--- src/rtl/stl_pkg.sv ---
// -----------------------------------------------------------------------------
// stl_pkg
// Shared definitions for the serial-to-TileLink path: sequencer state
// encoding, the default serialized packet width and the error marker byte
// placed in the low byte of a timed-out response.
// -----------------------------------------------------------------------------
package stl_pkg;

    // Width of one serialized TileLink packet (16 bytes).
    localparam int STL_PACKET_BITS = 128;

    // Low byte of a synthesized error response.
    localparam logic [7:0] STL_ERR_MARKER = 8'hFF;

    // Sequencer states. The encoding is visible on debug_state.
    typedef enum logic [1:0] {
        ST_IDLE   = 2'd0,
        ST_ISSUE  = 2'd1,
        ST_WAIT   = 2'd2,
        ST_RETURN = 2'd3
    } stl_state_e;

endpackage

--- src/rtl/stl_sat_counter.sv ---
// -----------------------------------------------------------------------------
// stl_sat_counter
// Saturating up-counter with synchronous clear.
// Ports:
//   clk      clock
//   reset    synchronous active-high clear
//   inc_i    increment request; ignored once the count is all-ones
//   count_o  current count
// -----------------------------------------------------------------------------
module stl_sat_counter #(
    parameter int WIDTH = 8
) (
    input  logic             clk,
    input  logic             reset,
    input  logic             inc_i,
    output logic [WIDTH-1:0] count_o
);

    logic [WIDTH-1:0] count_q;
    logic [WIDTH-1:0] count_d;

    always_comb begin
        count_d = count_q;
        // Hold at all-ones instead of wrapping back to zero.
        if (inc_i && (count_q != {WIDTH{1'b1}})) begin
            count_d = count_q + WIDTH'(1);
        end
    end

    always_ff @(posedge clk) begin
        if (reset) begin
            count_q <= '0;
        end else begin
            count_q <= count_d;
        end
    end

    assign count_o = count_q;

endmodule

--- src/rtl/stl_txn_sequencer.sv ---
// -----------------------------------------------------------------------------
// stl_txn_sequencer
// Single-outstanding transaction sequencer between the UART packet client and
// the UART<->TileLink bridges. A request is latched, issued to the bridge,
// and the bridge response (or a synthesized error packet on timeout) is
// returned to the client.
// Ports:
//   clk, reset                        clock, synchronous active-high reset
//   req_valid/req_ready/req_data      request packet from the client
//   br_valid/br_ready/br_data         request towards the UART-to-TL bridge
//   bresp_valid/bresp_ready/bresp_data response from the TL-to-UART bridge
//   rsp_valid/rsp_ready/rsp_data      response packet back to the client
//   busy                              high whenever not IDLE
//   txn_count/timeout_count/stray_count saturating status counters
//   debug_state                       current state encoding
// -----------------------------------------------------------------------------
module stl_txn_sequencer
    import stl_pkg::*;
#(
    parameter int PACKET_BITS    = STL_PACKET_BITS,
    parameter int TIMEOUT_CYCLES = 1_000_000
) (
    input  logic                   clk,
    input  logic                   reset,

    input  logic                   req_valid,
    output logic                   req_ready,
    input  logic [PACKET_BITS-1:0] req_data,

    output logic                   br_valid,
    input  logic                   br_ready,
    output logic [PACKET_BITS-1:0] br_data,

    input  logic                   bresp_valid,
    output logic                   bresp_ready,
    input  logic [PACKET_BITS-1:0] bresp_data,

    output logic                   rsp_valid,
    input  logic                   rsp_ready,
    output logic [PACKET_BITS-1:0] rsp_data,

    output logic                   busy,
    output logic [15:0]            txn_count,
    output logic [7:0]             timeout_count,
    output logic [7:0]             stray_count,
    output logic [1:0]             debug_state
);

    // Timer only has to reach TIMEOUT_CYCLES-1.
    localparam int TIMER_W = (TIMEOUT_CYCLES > 1) ? $clog2(TIMEOUT_CYCLES) : 1;
    localparam logic [TIMER_W-1:0] TIMER_LAST = TIMER_W'(TIMEOUT_CYCLES - 1);

    stl_state_e             state_q,     state_d;
    logic [TIMER_W-1:0]     timer_q,     timer_d;
    logic [PACKET_BITS-1:0] req_q,       req_d;
    logic [PACKET_BITS-1:0] rsp_q,       rsp_d;
    logic                   br_valid_q,  br_valid_d;
    logic                   rsp_valid_q, rsp_valid_d;

    logic txn_inc;
    logic timeout_inc;
    logic stray_inc;

    // Next-state logic. The valid outputs get their own flops, updated in
    // step with the state, so no *_ready input reaches a *_valid output.
    always_comb begin
        state_d     = state_q;
        timer_d     = '0;
        req_d       = req_q;
        rsp_d       = rsp_q;
        br_valid_d  = br_valid_q;
        rsp_valid_d = rsp_valid_q;
        txn_inc     = 1'b0;
        timeout_inc = 1'b0;
        stray_inc   = 1'b0;

        case (state_q)
            ST_IDLE: begin
                // Nothing is outstanding, so any response is unsolicited.
                stray_inc = bresp_valid;
                if (req_valid) begin
                    req_d      = req_data;
                    br_valid_d = 1'b1;
                    state_d    = ST_ISSUE;
                end
            end

            ST_ISSUE: begin
                stray_inc = bresp_valid;
                if (br_ready) begin
                    br_valid_d = 1'b0;
                    state_d    = ST_WAIT;
                end
            end

            ST_WAIT: begin
                timer_d = timer_q + TIMER_W'(1);
                // A real response arriving on the terminal cycle beats the timeout.
                if (bresp_valid) begin
                    rsp_d       = bresp_data;
                    rsp_valid_d = 1'b1;
                    timer_d     = '0;
                    state_d     = ST_RETURN;
                end else if (timer_q == TIMER_LAST) begin
                    rsp_d       = {req_q[PACKET_BITS-1:8], STL_ERR_MARKER};
                    rsp_valid_d = 1'b1;
                    timeout_inc = 1'b1;
                    timer_d     = '0;
                    state_d     = ST_RETURN;
                end
            end

            ST_RETURN: begin
                // Late response for an already timed-out request lands here.
                stray_inc = bresp_valid;
                if (rsp_ready) begin
                    rsp_valid_d = 1'b0;
                    txn_inc     = 1'b1;
                    state_d     = ST_IDLE;
                end
            end

            default: begin
                state_d     = ST_IDLE;
                br_valid_d  = 1'b0;
                rsp_valid_d = 1'b0;
            end
        endcase
    end

    always_ff @(posedge clk) begin
        if (reset) begin
            state_q     <= ST_IDLE;
            timer_q     <= '0;
            req_q       <= '0;
            rsp_q       <= '0;
            br_valid_q  <= 1'b0;
            rsp_valid_q <= 1'b0;
        end else begin
            state_q     <= state_d;
            timer_q     <= timer_d;
            req_q       <= req_d;
            rsp_q       <= rsp_d;
            br_valid_q  <= br_valid_d;
            rsp_valid_q <= rsp_valid_d;
        end
    end

    stl_sat_counter #(.WIDTH(16)) u_txn_cnt (
        .clk     (clk),
        .reset   (reset),
        .inc_i   (txn_inc),
        .count_o (txn_count)
    );

    stl_sat_counter #(.WIDTH(8)) u_timeout_cnt (
        .clk     (clk),
        .reset   (reset),
        .inc_i   (timeout_inc),
        .count_o (timeout_count)
    );

    stl_sat_counter #(.WIDTH(8)) u_stray_cnt (
        .clk     (clk),
        .reset   (reset),
        .inc_i   (stray_inc),
        .count_o (stray_count)
    );

    assign req_ready   = (state_q == ST_IDLE);
    assign br_valid    = br_valid_q;
    assign br_data     = req_q;
    // Responses are always accepted; out-of-WAIT ones are dropped and counted.
    assign bresp_ready = 1'b1;
    assign rsp_valid   = rsp_valid_q;
    assign rsp_data    = rsp_q;
    assign busy        = (state_q != ST_IDLE);
    assign debug_state = state_q;

endmodule

--- config.mk ---
export PLATFORM = sky130hd
export DESIGN_NAME = stl_txn_sequencer
export DESIGN_NICKNAME = d
export VERILOG_FILES = /design/src/rtl/stl_pkg.sv /design/src/rtl/stl_sat_counter.sv /design/src/rtl/stl_txn_sequencer.sv
export SDC_FILE = /design/constraint.sdc
export NUM_CORES = 1
export LEC_CHECK = 0
export ABC_AREA = 1
export BUFFER_PORTS_ARGS = -buffer_cell sky130_fd_sc_hd__buf_2
export CORE_AREA = 4 4 214 216
export CTS_BUF_LIST = sky130_fd_sc_hd__clkbuf_4 sky130_fd_sc_hd__clkbuf_8 sky130_fd_sc_hd__clkbuf_16
export CTS_CLUSTER_SIZE = 30
export DETAILED_ROUTE_END_ITERATION = 10
export DIE_AREA = 0 0 218 220
export PLACE_DENSITY = 0.63
export SLEW_MARGIN = 20
export SYNTH_ARGS = -nofsm -noshare
export SYNTH_HDL_FRONTEND = slang
export SYNTH_SLANG_ARGS = --single-unit
--- constraint.sdc ---
create_clock -name clk -period 4.76 [get_ports clk]
set_clock_uncertainty 0.05 [all_clocks]
set_input_delay 0.238 -clock clk [delete_from_list [all_inputs] [get_ports clk]]
set_output_delay 0.238 -clock clk [all_outputs]
set_load 0.005 [all_outputs]
==> results.tsv <==
metric	value	unit
status	finished, final reports clean	
final-setup-viol-count	0	
h-tree-depth	2	
clkSinkCount	312	
critPathRequiredTime	5.17	ns
grtUsageTotal	0.203	
die_h	220	um
critPathSlowestCell	inv_4	
postCtsSetupBuffers	0	
drv_cap	0	
gr-total-overflow	0	
synth_edf_count	0	
path_class	flip-flop to flip-flop	
yosysUniqueCellTypes	31	
leakagePower	9.41	nW
setup-tns-final	0	ns
intPower	0.00619	W
cp.arrival	3.47	ns
grt_pass1_vias	14800	
core.rowCount	77	
final-seq-area	6250	um2
rsz0062_at_grt	false	
multi_input_area	6180	um2
dp_hpwl	35300	um
yosysMostFrequentCell	nor2_1	
vias	15400	
syn_area	13200	um2
cp_num_buf_inv	3	
wirelength	52000	um
netlist_instances	1957	
power.share.clock	0.335	
core-area	43900	um2
drt_pass1_iterations	5	
avgSynthCellArea	6.76	um2
synth_top_area_cell	dfxtp_1	
timing.final.crit_share	0.643	
yosys.area.top_type_share	0.472	
ios	557	
netlist_top_cells_area	dfxtp_1 (47%), nor2_1 (17%), nand2_1 (13%)	
critPathMaxFanout	84	
p_per_area	473	nW/um2
drv_slew	0	
ys.flop_type	dfxtp_1	
postRouteAntennaNets	0	
clkLatencyLatePin	0.53	ns
ys_seq_area_frac	0.472	
fin_crit	3.06	ns
cts_made_buffers	38	
grt_pass1_wl	78600	um
start_kind	flip-flop	
max-slew-margin-rel	0.260	
syn-num-nets	2227	
initialDrtViolationCount	1078	
antenna_found_initial	3	
drc	0	
tritoncts	built	
hold_viol	0	
synthArstFlopShare	0	
fin_util	0.446	
fmax	0.327	GHz
fillers	4439	
synth_seq_cells	312	
endpoint_kind	flip-flop	
cts_root_buf	clkbuf_16	
hold_buffers	197	
io_buffers	555	
hp-class	input port to flip-flop	
die_w	218	um
cts_buffer_depth	3	
ys_top_cells_by_count	nor2_1 (585), nand2_1 (464), dfxtp_1 (312)	
p_switching	0.00309	W
dieArea	48000	um2
num_antenna_cells	0	
wl_per_cell	16.0	um
seqPwrFrac	0.387	
synth_warnings	0	
place_congestion	0.930	
switching_share	0.333	
grt_max_degree	115	
nNetsFinal	2908	
worstPathCellList	inv_1, ha_1, nand2_4, inv_4, buf_4, nor2_1, nor2_1	
crit_top_cell	nor2_1	
vias_per_cell	4.72	
vdd_ir_drop_max	0.321	mV
combPwrFrac	0.279	
worst_pin_slew	1.11	ns
path_delay_family	buffers and inverters	
layout-drive-gt1-share	0.243	
max_stage_delay	0.91	ns
clk_pin_slew	0.06	ns
area_delta_synth_final	48.2	%
start_util	0.301	
cts_resized	0	
[stage by stage]
step	instance area, um2	cells	hold WS, ns	power, W	worst slack (ns)
global route	19600	3257	0.0249	0.00987	1.43
global placement	16300	2993	0.380	0.00604	1.80
detailed placement	16300	2993	0.388	0.00609	1.72
floorplan	13200	1957	0.266	0.00492	3.06
CTS	19600	3257	0.000102	0.00937	1.67
finish	19600	3257	0.0314	0.00927	1.70
[layer usage]
metal,global-route usage,vias to the layer above,wire length [um]
li1,-,7532,-
met1,0.239,6993,20800
met2,0.341,665,24600
met3,0.0561,162,4310
met4,0.0975,6,2330
met5,0,-,41
[logic make-up after synthesis]
family,synth area share
xor gates and xnor gates,0.00861
buffers and inverters,0.0614
other,0.000283
AOI/OAI and AO/OA,0.118
DFF,0.472
and+or+nand+nor,0.332
adders and majority gates,0.00757
[cell usage in the layout (no fill, tap or decap), types with 4 or more instances in the layout]
master / synthesis / layout
buf_2: 10 / 554
xnor2_1: 4 / 4
buf_4: 2 / 7
nand2_1: 464 / 463
nand3_1: 28 / 28
dlygate4sd3_1: 0 / 197
dfxtp_1: 312 / 312
xor2_1: 9 / 9
clkbuf_16: 0 / 41
nand4_1: 12 / 12
clkbuf_8: 0 / 9
clkbuf_4: 0 / 8
o21ai_0: 234 / 234
nor3_1: 25 / 25
o21ai_1: 44 / 44
bufinv_16: 0 / 4
inv_1: 58 / 56
clkinv_2: 0 / 4
nor2_1: 585 / 585
ha_1: 8 / 8
a21oi_1: 31 / 31
[final timing paths]
check,startpoint,end,depth (start not counted),slack [ns]
max,debug_state[0],br_data[11],7,1.70
min,bresp_data[44],rsp_data[44],5,0.03
max reg2reg,debug_state[0],br_data[11],7,1.70
min reg2reg,timer_q[0],timer_q[0],1,0.40
[final cells by class]
type | instances | share of cell area
clock buffers | 58 | 0.0617
clock inverters | 9 | 0.00753
inverters | 64 | 0.0129
multi-input cells | 1462 | 0.315
flip-flops and latches | 312 | 0.319
well taps | 592 | 0.0378
repair buffers | 760 | 0.246
[power groups by stage]
stage / clock network [W] / registers (W) / logic, W
global route: 0.00330 / 0.00365 / 0.00292
detailed placement: 0 / 0.00363 / 0.00246
floorplan: 0 / 0.00360 / 0.00131
CTS: 0.00320 / 0.00358 / 0.00259
global placement: 0 / 0.00361 / 0.00243
finish: 0.00311 / 0.00358 / 0.00258
[sequential cells by signal, summed over array words and instances, names as in the netlist]
signal	cells
u_txn_cnt.count_o	16
br_data	128
debug_state	2
timer_q	20
u_stray_cnt.count_o	8
rsp_valid	1
u_timeout_cnt.count_o	8
rsp_data	128
br_valid	1
[tightest hold or removal path, cell delays in order]
cell	delay, ns
buf_2	0.07
nand2_1	0.04
nand2_1	0.08
o21ai_1	0.07
nor2_1	0.07
No activity file was read; power rests on OpenSTA's default activity.
